<file path="src/rtl/bool_func_eval.sv">
// rtl/bool_func_eval.sv - loadable truth-table boolean evaluator with optional minterm sweep
// The sweep engine is built only when BOOL_FUNC_EVAL_SWEEP_EN is defined.
module bool_func_eval #(
  parameter int unsigned          N_IN    = 3,
  parameter logic [(1<<N_IN)-1:0] INIT_TT = '0
) (
  input  logic                   clk,
  input  logic                   rst,
  input  logic                   tt_wr,
  input  logic [(1<<N_IN)-1:0]   tt_data,
  input  logic                   eval_valid,
  input  logic [N_IN-1:0]        eval_in,
  output logic                   eval_out,
  output logic                   out_valid,
  input  logic                   sweep_start,
  output logic                   sweep_busy,
  output logic                   sweep_done,
  output logic [N_IN:0]          ones_count,
  output logic                   const0,
  output logic                   const1
);

  localparam int unsigned TT_W = 1 << N_IN;

  logic [TT_W-1:0] tt_q, tt_d;
  logic            eval_out_q, eval_out_d;
  logic            out_valid_q, out_valid_d;
  logic            tt_wr_ok;

  // Eval always indexes the pre-edge table, so a same-cycle write returns old data.
  always_comb begin
    tt_d        = tt_q;
    eval_out_d  = eval_out_q;
    out_valid_d = eval_valid;
    if (tt_wr && tt_wr_ok) begin
      tt_d = tt_data;
    end
    if (eval_valid) begin
      eval_out_d = tt_q[eval_in];
    end
  end

  always_ff @(posedge clk) begin
    if (rst) begin
      tt_q        <= INIT_TT;
      eval_out_q  <= 1'b0;
      out_valid_q <= 1'b0;
    end else begin
      tt_q        <= tt_d;
      eval_out_q  <= eval_out_d;
      out_valid_q <= out_valid_d;
    end
  end

  assign eval_out  = eval_out_q;
  assign out_valid = out_valid_q;

`ifdef BOOL_FUNC_EVAL_SWEEP_EN

  typedef enum logic [1:0] {
    S_IDLE = 2'd0,
    S_RUN  = 2'd1,
    S_DONE = 2'd2
  } state_e;

  localparam logic [N_IN:0] LAST_IDX = (N_IN+1)'(TT_W - 1);
  localparam logic [N_IN:0] FULL_CNT = (N_IN+1)'(TT_W);

  state_e        state_q, state_d;
  logic [N_IN:0] idx_q, idx_d;
  logic [N_IN:0] acc_q, acc_d;
  logic [N_IN:0] acc_inc;
  logic [N_IN:0] ones_q, ones_d;
  logic          const0_q, const0_d;
  logic          const1_q, const1_d;

  assign acc_inc = acc_q + {{N_IN{1'b0}}, tt_q[idx_q[N_IN-1:0]]};

  // Results are captured on the last RUN edge so they are visible alongside sweep_done.
  always_comb begin
    state_d  = state_q;
    idx_d    = idx_q;
    acc_d    = acc_q;
    ones_d   = ones_q;
    const0_d = const0_q;
    const1_d = const1_q;
    case (state_q)
      S_IDLE: begin
        if (sweep_start) begin
          idx_d   = '0;
          acc_d   = '0;
          state_d = S_RUN;
        end
      end
      S_RUN: begin
        acc_d = acc_inc;
        idx_d = idx_q + (N_IN+1)'(1);
        if (idx_q == LAST_IDX) begin
          ones_d   = acc_inc;
          const0_d = (acc_inc == '0);
          const1_d = (acc_inc == FULL_CNT);
          state_d  = S_DONE;
        end
      end
      S_DONE: begin
        state_d = S_IDLE;
      end
      default: begin
        state_d = S_IDLE;
      end
    endcase
  end

  always_ff @(posedge clk) begin
    if (rst) begin
      state_q  <= S_IDLE;
      idx_q    <= '0;
      acc_q    <= '0;
      ones_q   <= '0;
      const0_q <= 1'b0;
      const1_q <= 1'b0;
    end else begin
      state_q  <= state_d;
      idx_q    <= idx_d;
      acc_q    <= acc_d;
      ones_q   <= ones_d;
      const0_q <= const0_d;
      const1_q <= const1_d;
    end
  end

  assign tt_wr_ok   = (state_q != S_RUN);
  assign sweep_busy = (state_q == S_RUN);
  assign sweep_done = (state_q == S_DONE);
  assign ones_count = ones_q;
  assign const0     = const0_q;
  assign const1     = const1_q;

`else

  logic unused_sweep_start;

  assign unused_sweep_start = sweep_start;
  assign tt_wr_ok           = 1'b1;
  assign sweep_busy         = 1'b0;
  assign sweep_done         = 1'b0;
  assign ones_count         = '0;
  assign const0             = 1'b0;
  assign const1             = 1'b0;

`endif

endmodule
</file>
<file path="config.mk">
export PLATFORM = sky130hd
export DESIGN_NAME = bool_func_eval
export DESIGN_NICKNAME = d
export VERILOG_FILES = /design/src/rtl/bool_func_eval.sv
export SDC_FILE = /design/constraint.sdc
export NUM_CORES = 1
export LEC_CHECK = 0
export ABC_AREA = 1
export CAP_MARGIN = 20
export CORE_AREA = 4 4 41 43
export DETAILED_ROUTE_END_ITERATION = 10
export DIE_AREA = 0 0 45 47
export GPL_TIMING_DRIVEN = 0
export HOLD_SLACK_MARGIN = 0.12
export MAX_ROUTING_LAYER = met4
export PLACE_DENSITY_LB_ADDON = 0.12
export SLEW_MARGIN = 0
export SYNTH_ARGS = -nofsm -noshare
export SYNTH_HDL_FRONTEND = slang
export SYNTH_SLANG_ARGS = --single-unit
</file>
<file path="constraint.sdc">
create_clock -name clk -period 1.57 [get_ports clk]
set_input_delay 0.157 -clock clk [delete_from_list [all_inputs] [get_ports clk]]
set_output_delay 0.157 -clock clk [all_outputs]
set_load 0.01 [all_outputs]
</file>
Word level (Yosys, flattened, before mapping)
Index checks and enable logic that the tools add are counted.
{"block": "word_totals", "reg_bits": 10, "in_bits": 16, "out_inout_bits": 10, "elab_cells": 6}
{"block": "op_classes", "n_lt_le_gt_ge": 1, "mux": 2}
{"operator": "$lt 3x4->1 const B", "count": 1}
{"operator": "$bmux 1 s3", "count": 1}
{"operator": "$mux 1", "count": 1}

Depth between registers and ports, before layout
Gate-level depths: netlist of the first run.
{"block": "logic_depth", "ltp_word": 2, "ltp_mapped": 6, "depth_no_buf": 6}

Least setup slack after synthesis of the first run
Ideal clock, no wire load.
{"block": "synth_path", "kind": "reg2reg", "from": "register tt_q[1]", "to": "register eval_out_q (netlist: eval_out)", "setup_ns": 0.122, "arrival_ns": 0.615, "required_time_ns": 1.448, "setup_slack_ns": 0.833, "path_stages_with_launch": 7, "path_buffers": 0, "period_less_slack_ns": 0.737, "path_cell_list": "dfxtp_1 -> inv_1 -> nand2_1 -> nand3_1 -> nand3_1 -> nand2_1 -> a21oi_2"}
{"block": "synth_via", "elab_chain_len": 2}
{"item": "from (decl)", "line_no": "25", "source": "logic [TT_W-1:0] tt_q, tt_d;"}
{"item": "from (signal assigned)", "line_no": "49", "source": "tt_q <= tt_d;"}
{"item": "$bmux 1 s3", "line_no": "39", "source": "eval_out_d = tt_q[eval_in];"}
{"item": "$mux 1 (implied by the code)", "line_no": "39"}
{"item": "to (signal assigned)", "line_no": "50", "source": "eval_out_q <= eval_out_d;"}
{"item": "to (decl)", "line_no": "26", "source": "logic eval_out_q, eval_out_d;"}
No other way between the ends. The select of a mux whose other input is x is not followed.
A chain may end at the register's enable or synchronous reset.

Worst setup path in the final report of the first run
{"block": "layout_path", "from": "register eval_out_q (netlist: eval_out)", "to": "output eval_out"}
{"item": "to (decl)", "line_no": "13", "source": "output logic eval_out,"}
No word-level cell between the ends.

==> results_dict.tcl, run 1 <==
set metrics [dict create \
    ys_ff_latch 10 \
    hp-class "primary input to flop" \
    cts-resized-gates 0 \
    antenna_left 0 \
    ys_types 11 \
    clock-sinks 10 \
    io_pins 26 \
    setup_viol 0 \
    dp_cells 106 \
    slew_violations 0 \
    p_per_area_nw_per_um2 872 \
    fin_cells 110 \
    synth.cell_area_um2 485 \
    drtIter0Drc 4 \
    finalWirelength_um 956 \
    fin_skew_ps 6.64 \
    drc_errors 0 \
    clock_power_share_pct 37.3 \
    clk_pin_slew_ps 70 \
    p_int_w 0.000480 \
    die_w_um 45 \
    final_common_cell "clkdlybuf4s50_1" \
    cts_tree "done" \
    peakVddDrop_mv 0.440 \
    area_growth_pct 49.7 \
    drtPass1Iterations 4 \
    die_h_um 47 \
    antenna_found_initial 0 \
    ys_seq_area_share_pct 41.2 \
    critPathSlowestCell "clkdlybuf4s50_1" \
    numPortBuffers 16 \
    end_kind "primary output" \
    wire_per_inst_um 8.69 \
    final-hold-violation-count 0 \
    first_global_vias 390 \
    clock-root-buffer "clkbuf_4" \
    grt_max_degree 11 \
    drive_gt1_share_pct 15.8 \
    critPathTopFamily "buffers and inverters" \
    hpwl_um 751 \
    worstPathCellList "clkdlybuf4s50_1" \
    via_per_inst 4.07 \
    grt_pass1_wl_mm 1.44 \
    max_freq_mhz 783 \
    cp_max_fo 2 \
    avgSynthCellArea_um2 7.14 \
    n_antenna_cell 0 \
    slowest_delay_ps 530 \
    die_area_um2 2120 \
    synth_cells 68 \
    combPwrFrac_pct 19.2 \
    yosysWarningCount 0 \
    switchingPower_w 0.000153 \
    gp_congestion 0.818 \
    core_area_um2 1300 \
    post_cts_buffers 0 \
    cts_hold_buf 0 \
    fp-row-count 13 \
    crit_buf_inv 1 \
    p_leak_nw 0.359 \
    grt_use_total_pct 10.5 \
    fin_setup_tns_ps 0 \
    grt_overflow 0 \
    swShare_pct 24.2 \
    final_cell_mix "clkdlybuf4s50_1 (16), inv_1 (13), dfxtp_1 (10)" \
    cts_buffers 3 \
    start_util_pct 37.3 \
    seqPwrFrac_pct 43.5 \
    nFillCells 153 \
    crit_path_start_kind "flop" \
    fin_crit_ps 1280 \
    cts.htree.levels 1 \
    status "complete, no violations" \
    grt_setup_unrepaired "no" \
    critical_path_class "flop to primary output" \
    drv_cap 0 \
    worstPathRequired_ps 1410 \
    num_vias 448 \
    cp.arrival_ps 1120 \
    clkLatencyLatePin_ps 270 \
    final_nets 112 \
    clock_path_buffers 2 \
    fin_crit_sh_pct 81.3 \
]
## cells in the mapped netlist
library cell,n,area [µm²]
buf_4,9,67.6
inv_1,13,48.8
dfxtp_1,10,200
nor2_1,1,3.75
o21ai_0,9,45.0
a21oi_2,1,8.76
nand3_1,6,30.0
a21oi_1,8,40.0
nand2_1,9,33.8
conb_1,1,3.75
inv_2,1,3.75
## path summary, 6_finish.rpt
path,end,cells past startpoint,slack (ps),startpoint
max,eval_out,1,290,eval_out
min,out_valid,2,440,rst
min reg2reg,tt_q[7],2,460,tt_q[7]
max reg2reg,eval_out,6,780,tt_q[5]
## metrics by stage
stage	total power [W]	utilization [%]	hold slack (ps)	setup slack [ps]	instance area, µm²
3_5_place_dp	0.000404	53.1	448	331	691
5_1_grt	0.000661	55.9	460	255	727
3_3_place_gp	0.000402	53.1	441	333	691
4_1_cts	0.000638	55.9	445	279	727
2_1_floorplan	0.000350	-	228	833	512
6_report	0.000634	55.9	443	293	727
## sequential cells by signal (all words and copies together) (netlist names)
register / cells
tt_q: 8
eval_out: 1
out_valid: 1
## cells by family (layout without fill, tap and decap cells)
kind of cell,Yosys count,after routing,share of synthesized area (%)
DFF,10,10,41.2
other,1,8,0.772
and+or+nand+nor,16,16,13.9
AOI/OAI and AO/OA,18,18,19.3
buffers and inverters,23,43,24.7
## power groups by stage
stage               clock, W  combinational (W)  sequential [W]
floorplan                  0          0.0000675        0.000283
global placement           0           0.000121        0.000281
detailed placement         0           0.000122        0.000282
CTS                 0.000239           0.000122        0.000276
global route        0.000248           0.000136        0.000277
finish              0.000237           0.000122        0.000275
## per-layer routing
layer  GRT usage, %  vias to the layer above  part of all wire [%]
li1               -                      251                     -
met1           10.3                      176                    45
met2           15.8                       17                    42
met3           4.60                        4                    11
met4           8.77                        0                   2.8
met5              -                        -                     0
## area by class of cell
type | count | area, µm² | share of cell area, %
plain buffers | 9 | 67.6 | 9.29
clock buffers | 4 | 36.3 | 4.99
inverters | 14 | 52.6 | 7.23
multi-input cells | 42 | 191 | 26.3
flip-flops and latches | 10 | 200 | 27.5
well taps | 15 | 18.8 | 2.58
repair buffers | 16 | 160 | 22.0
(Power assumes the default switching activity.)
==> inputs of run 2 (changes only) <==
--- a/config.mk
+++ b/config.mk
@@ -7,9 +7,9 @@
 export LEC_CHECK = 0
 export ABC_AREA = 1
 export CAP_MARGIN = 20
-export CORE_AREA = 4 4 41 43
+export CORE_MARGIN = 4
+export CORE_UTILIZATION = 33
 export DETAILED_ROUTE_END_ITERATION = 10
-export DIE_AREA = 0 0 45 47
 export GPL_TIMING_DRIVEN = 0
 export HOLD_SLACK_MARGIN = 0.12
 export MAX_ROUTING_LAYER = met4
==> constraint.sdc (replaced) <==
create_clock -name clk -period 1.1 [get_ports clk]
set_input_delay 0.11 -clock clk [delete_from_list [all_inputs] [get_ports clk]]
set_output_delay 0.11 -clock clk [all_outputs]
set_load 0.01 [all_outputs]
==> run 2 against run 1 <==
Final cell count shrank 0.91%. Utilization decreased by 3.2 points. Sequential share of layout area is 0.63 points higher. Via count fell by 0.67%. Largest cell class unchanged. Flip-flop and latch count did not move.
==> results_dict.tcl, run 2 (same netlist as run 1, synthesis figures left out) <==
set metrics [dict create \
    wl_met2_um 453 \
    multiInputGateArea_um2 191 \
    fin_cells 109 \
    post-route-util_pct 52.6 \
    area_growth_pct 46.4 \
    drv_cap 0 \
    start_util_pct 36.0 \
    peakVddDrop_mv 0.585 \
    hold_depth 2 \
    drtPass1Iterations 3 \
    holdPathEnd "out_valid" \
    fp-row-count 13 \
    min_from "rst" \
    nFillCells 144 \
    register_area_um2 200 \
    drive_gt1_share_pct 14.9 \
    max_freq_mhz 1060 \
    hp-class "primary input to flop" \
    final_design_area_no_fill_um2 711 \
    slew_violations 0 \
    via_per_inst 4.08 \
    cts_hold_buf 0 \
    critPathSlowestCell "dfxtp_1" \
    grt_pass1_wl_mm 1.58 \
    end_kind "primary output" \
    largest_reg_flops 8 \
    p_per_area_nw_per_um2 1120 \
    critPathTopFamily "flip-flops" \
    antenna_found_initial 0 \
    gp_congestion 0.759 \
    core_area_um2 1350 \
    met3_length_um 89 \
    reg2reg_from "tt_q[5]" \
    cp_max_fo 2 \
    reg2reg_depth 6 \
    crit_path_start_kind "flop" \
    clock-root-buffer "clkbuf_4" \
    worstPathCellList "dlygate4sd2_1" \
    final_nets 112 \
    grt_use_total_pct 11.1 \
    io_pins 26 \
    clock_power_share_pct 29.3 \
    cts.htree.levels 1 \
    n_antenna_cell 0 \
    critical_path_class "flop to primary output" \
    reg2reg_slack_ps 300 \
    fin_skew_ps 3.19 \
    cp.arrival_ps 840 \
    hold_ws_ps 400 \
    wire_per_inst_um 8.63 \
    p_leak_nw 0.358 \
    drc_errors 0 \
    finalWirelength_um 941 \
    status "complete, no violations" \
    first_global_vias 375 \
    grt_max_degree 11 \
    clkLatencyLatePin_ps 260 \
    drtIter0Drc 8 \
    worstPathRequired_ps 990 \
    place_area_um2 691 \
    cts-resized-gates 2 \
    combPwrFrac_pct 21.4 \
    clk_pin_slew_ps 60 \
    grt_overflow 0 \
    dp_cells 106 \
    dr.max_layer_used "met4" \
    post_cts_buffers 0 \
    cts_buffers 3 \
    final_cell_mix "clkdlybuf4s50_1 (14), inv_1 (13), dfxtp_1 (10)" \
    die_h_um 46.4 \
    antenna_left 0 \
    r2r_end "eval_out" \
    switchingPower_w 0.000191 \
    p_int_w 0.000607 \
    wl_met1_um 389 \
    final-hold-violation-count 0 \
    fin_crit_sh_pct 86.0 \
    fin_crit_ps 947 \
    cts_tree "done" \
    hpwl_um 768 \
    setup_viol 0 \
    largest_register "tt_q" \
    swShare_pct 24.0 \
    seqPwrFrac_pct 49.3 \
    clock_path_buffers 2 \
    die_area_um2 2150 \
    crit_buf_inv 1 \
    num_vias 445 \
    die_w_um 46.4 \
    grt_setup_unrepaired "no" \
    slowest_delay_ps 320 \
    final_common_cell "clkdlybuf4s50_1" \
    numPortBuffers 16 \
    clock-sinks 10 \
]
[run 2: changes by cell type in the layout (fill, tap and decap cells not counted)]
cell	before	now
clkbuf_8	1	0
clkdlybuf4s50_1	16	14
dlygate4sd2_1	0	2
[run 2: area by class of cell]
type	instances	share of cell area, %
multi-input cells	42	26.9
flip-flops and latches	10	28.2
well taps	15	2.64
repair buffers	16	22.2
clock buffers	3	3.17
inverters	14	7.39
plain buffers	9	9.51
[run 2: metal layers]
layer,up-vias,global-route usage (%)
met5,-,-
met4,0,5.11
met3,2,5.86
met2,13,16.5
met1,180,12.1
li1,250,-
[run 2: stage by stage]
stage | power [W] | setup slack, ps | setup TNS (ps)
6_report | 0.000798 | 153 | 0
3_3_place_gp | 0.000575 | -106 | -240
3_5_place_dp | 0.000576 | -112 | -261
5_1_grt | 0.000856 | 63.5 | 0
2_1_floorplan | 0.000500 | 363 | 0
4_1_cts | 0.000814 | 137 | 0
[run 2: worst max path at each step]
| stage | start | to | slack [ps] | depth (start not counted) |
|---|---|---|---|---|
| finish | eval_out | eval_out | 150 | 1 |
| global route | eval_in[0] | eval_out | 60 | 7 |
| detailed placement | eval_in[0] | eval_out | -110 | 7 |
| global placement | eval_in[0] | eval_out | -110 | 7 |
| CTS | eval_out | eval_out | 140 | 1 |
| floorplan | tt_q[1] | eval_out | 360 | 6 |
[run 2: power groups by stage]
stage / Combinational, W / Clock, W / Sequential, W
floorplan: 0.0000963 / 0 / 0.000403
finish: 0.000171 / 0.000234 / 0.000393
CTS: 0.000172 / 0.000248 / 0.000394
detailed placement: 0.000174 / 0 / 0.000402
global route: 0.000196 / 0.000265 / 0.000395
global placement: 0.000174 / 0 / 0.000401
==> RTL change (flow settings as in run 2) <==
The parameter `N_IN` goes from 3 to 4.
--- a/src/rtl/bool_func_eval.sv
+++ b/src/rtl/bool_func_eval.sv
@@ -1,7 +1,7 @@
 // rtl/bool_func_eval.sv - loadable truth-table boolean evaluator with optional minterm sweep
 // The sweep engine is built only when BOOL_FUNC_EVAL_SWEEP_EN is defined.
 module bool_func_eval #(
-  parameter int unsigned          N_IN    = 3,
+  parameter int unsigned          N_IN    = 4,
   parameter logic [(1<<N_IN)-1:0] INIT_TT = '0
 ) (
   input  logic                   clk,
Interface: changed (resized eval_in, ones_count and tt_data); port bits go from 26 to 36. The function was not compared with the original's and may differ.
==> RTL change against run 2 <==
- sequential cell count is 8 higher
- critical path type unchanged
- global-route usage increased by 0.41 points
- synthesized cell count grew 85%
- non-clock buffer count is 13 higher
- total power up 73%
- setup slack worse by 0.060 ns
- routed wire length rose by 99%
- largest cell class is now multi-input gates
- synthesized area is 80% higher
- final area rose by 70%
- worst hold slack lost 0.27 ns
==> RTL change: results (changes against run 2) <==
status completed; register area 360 um^2 (+80%); crit path DAT 0.90 ns (+0.06 ns); GP Congestion 0.835 (+10%); post-route minimum period 1.01 ns (+0.0597 ns); All-Layer GR Usage 11.5% (+0.41 points); first-pass GRT wire length 3.06 mm (+93%); M1 WL 824 um (+110%); worst slack at placement -0.231 ns (-0.119 ns); leakage 0.562 nW (+57%); Cell variety after synth 14 (+3); Initial DRC Count 23 (+15); PortBufs 22 (+6); syn_area_per_cell 6.92 um^2 (-3.1%); # fillers 264 (+83%); slowest library cell on the worst path dfxtp_1; Via density 4.41 (+8.0%); post-synthesis sequential area ratio 41.3% (+0.083 points); Worst Path Max Fanout 2 (unchanged); clock latency on the worst-skew pair 0.29 ns (+0.03 ns); Worst Skew 0.00191 ns (-0.00128 ns); Peak supply drop 0.000724 V (+24%); clk slew on worst S/H paths 0.11 ns (+0.05 ns); placed insts 186 (+75%); vias in the first global route 740 (+97%); slowest stage delay, CP 0.34 ns (+0.02 ns); Post-Layout Cell Count 191 (+75%); layout cells sized above 1 14.9% (about the same); NetSw 0.348 mW (+82%); Post-synth top cells nand2_1, dfxtp_1, a21oi_1; DP HPWL 1.48 mm (+92%); DP Area 1160 um^2 (+68%); largest net degree at the start of global routing 11 (unchanged); max reg flops 16 (+8); Reg-to-Reg Start tt_q[0]; synth top area cells dfxtp_1, nand2_1, buf_4; cells on worst reg2reg path 8 (+2); reg-to-reg slack, setup 0.20 ns (-0.10 ns); H-Tree Depth 1 (unchanged); Pre-antenna DRT Iters 4 (+1); DR WL/cell 9.79 um (+13%); WL met2 830 um (+83%)
==> RTL change: power groups by stage <==
| stage | registers, mW | clock network [mW] | logic [mW] |
|---|---|---|---|
| 3_5_place_dp | 0.722 | 0 | 0.264 |
| 2_1_floorplan | 0.720 | 0 | 0.154 |
| 4_1_cts | 0.707 | 0.417 | 0.264 |
| 3_3_place_gp | 0.722 | 0 | 0.260 |
| 6_report | 0.707 | 0.413 | 0.261 |
| 5_1_grt | 0.711 | 0.444 | 0.294 |
==> RTL change: timing repair <==
| action | CTS | global route |
|---|---|---|
| cloned | 0 | 0 |
| resized for setup | 2 | 1 |
| endpoints found under the hold margin | 8 | 0 |
| hold buffers | 1 | 0 |
| endpoints found under the setup margin | 2 | 1 |
==> RTL change: worst min path at each step <==
stage                    start  slack, ns  cells after the start        end
finish                   tt_wr       0.13                      3    tt_q[0]
global route             tt_wr       0.12                      3    tt_q[1]
CTS                      tt_wr       0.13                      3    tt_q[1]
detailed placement         rst       0.35                      2    tt_q[3]
global placement           rst       0.35                      2   tt_q[15]
floorplan           eval_valid       0.22                      2  out_valid
==> RTL change: cell families after synthesis <==
group | Yosys count | share of synthesized area [%]
compound gates | 16 | 9.18
other cells | 1 | 0.430
simple gates | 69 | 32.7
flops | 18 | 41.3
buf+inv | 22 | 16.4
==> RTL change: area by class of cell <==
cell class                      instances  area share, %
Multi-Input combinational cell         94           33.1
Sequential cell                        18           29.9
Timing Repair Buffer                   23           19.1
Buffer                                 15           9.02
Tap cell                               30           3.11
Clock buffer                            4           3.01
Inverter                                7           2.80
==> RTL change: metal layers <==
metal / track usage, % / vias up
met3: 2.40 / 5
met5: - / -
met1: 13.9 / 359
met2: 17.9 / 31
li1: - / 447
met4: 5.83 / 0
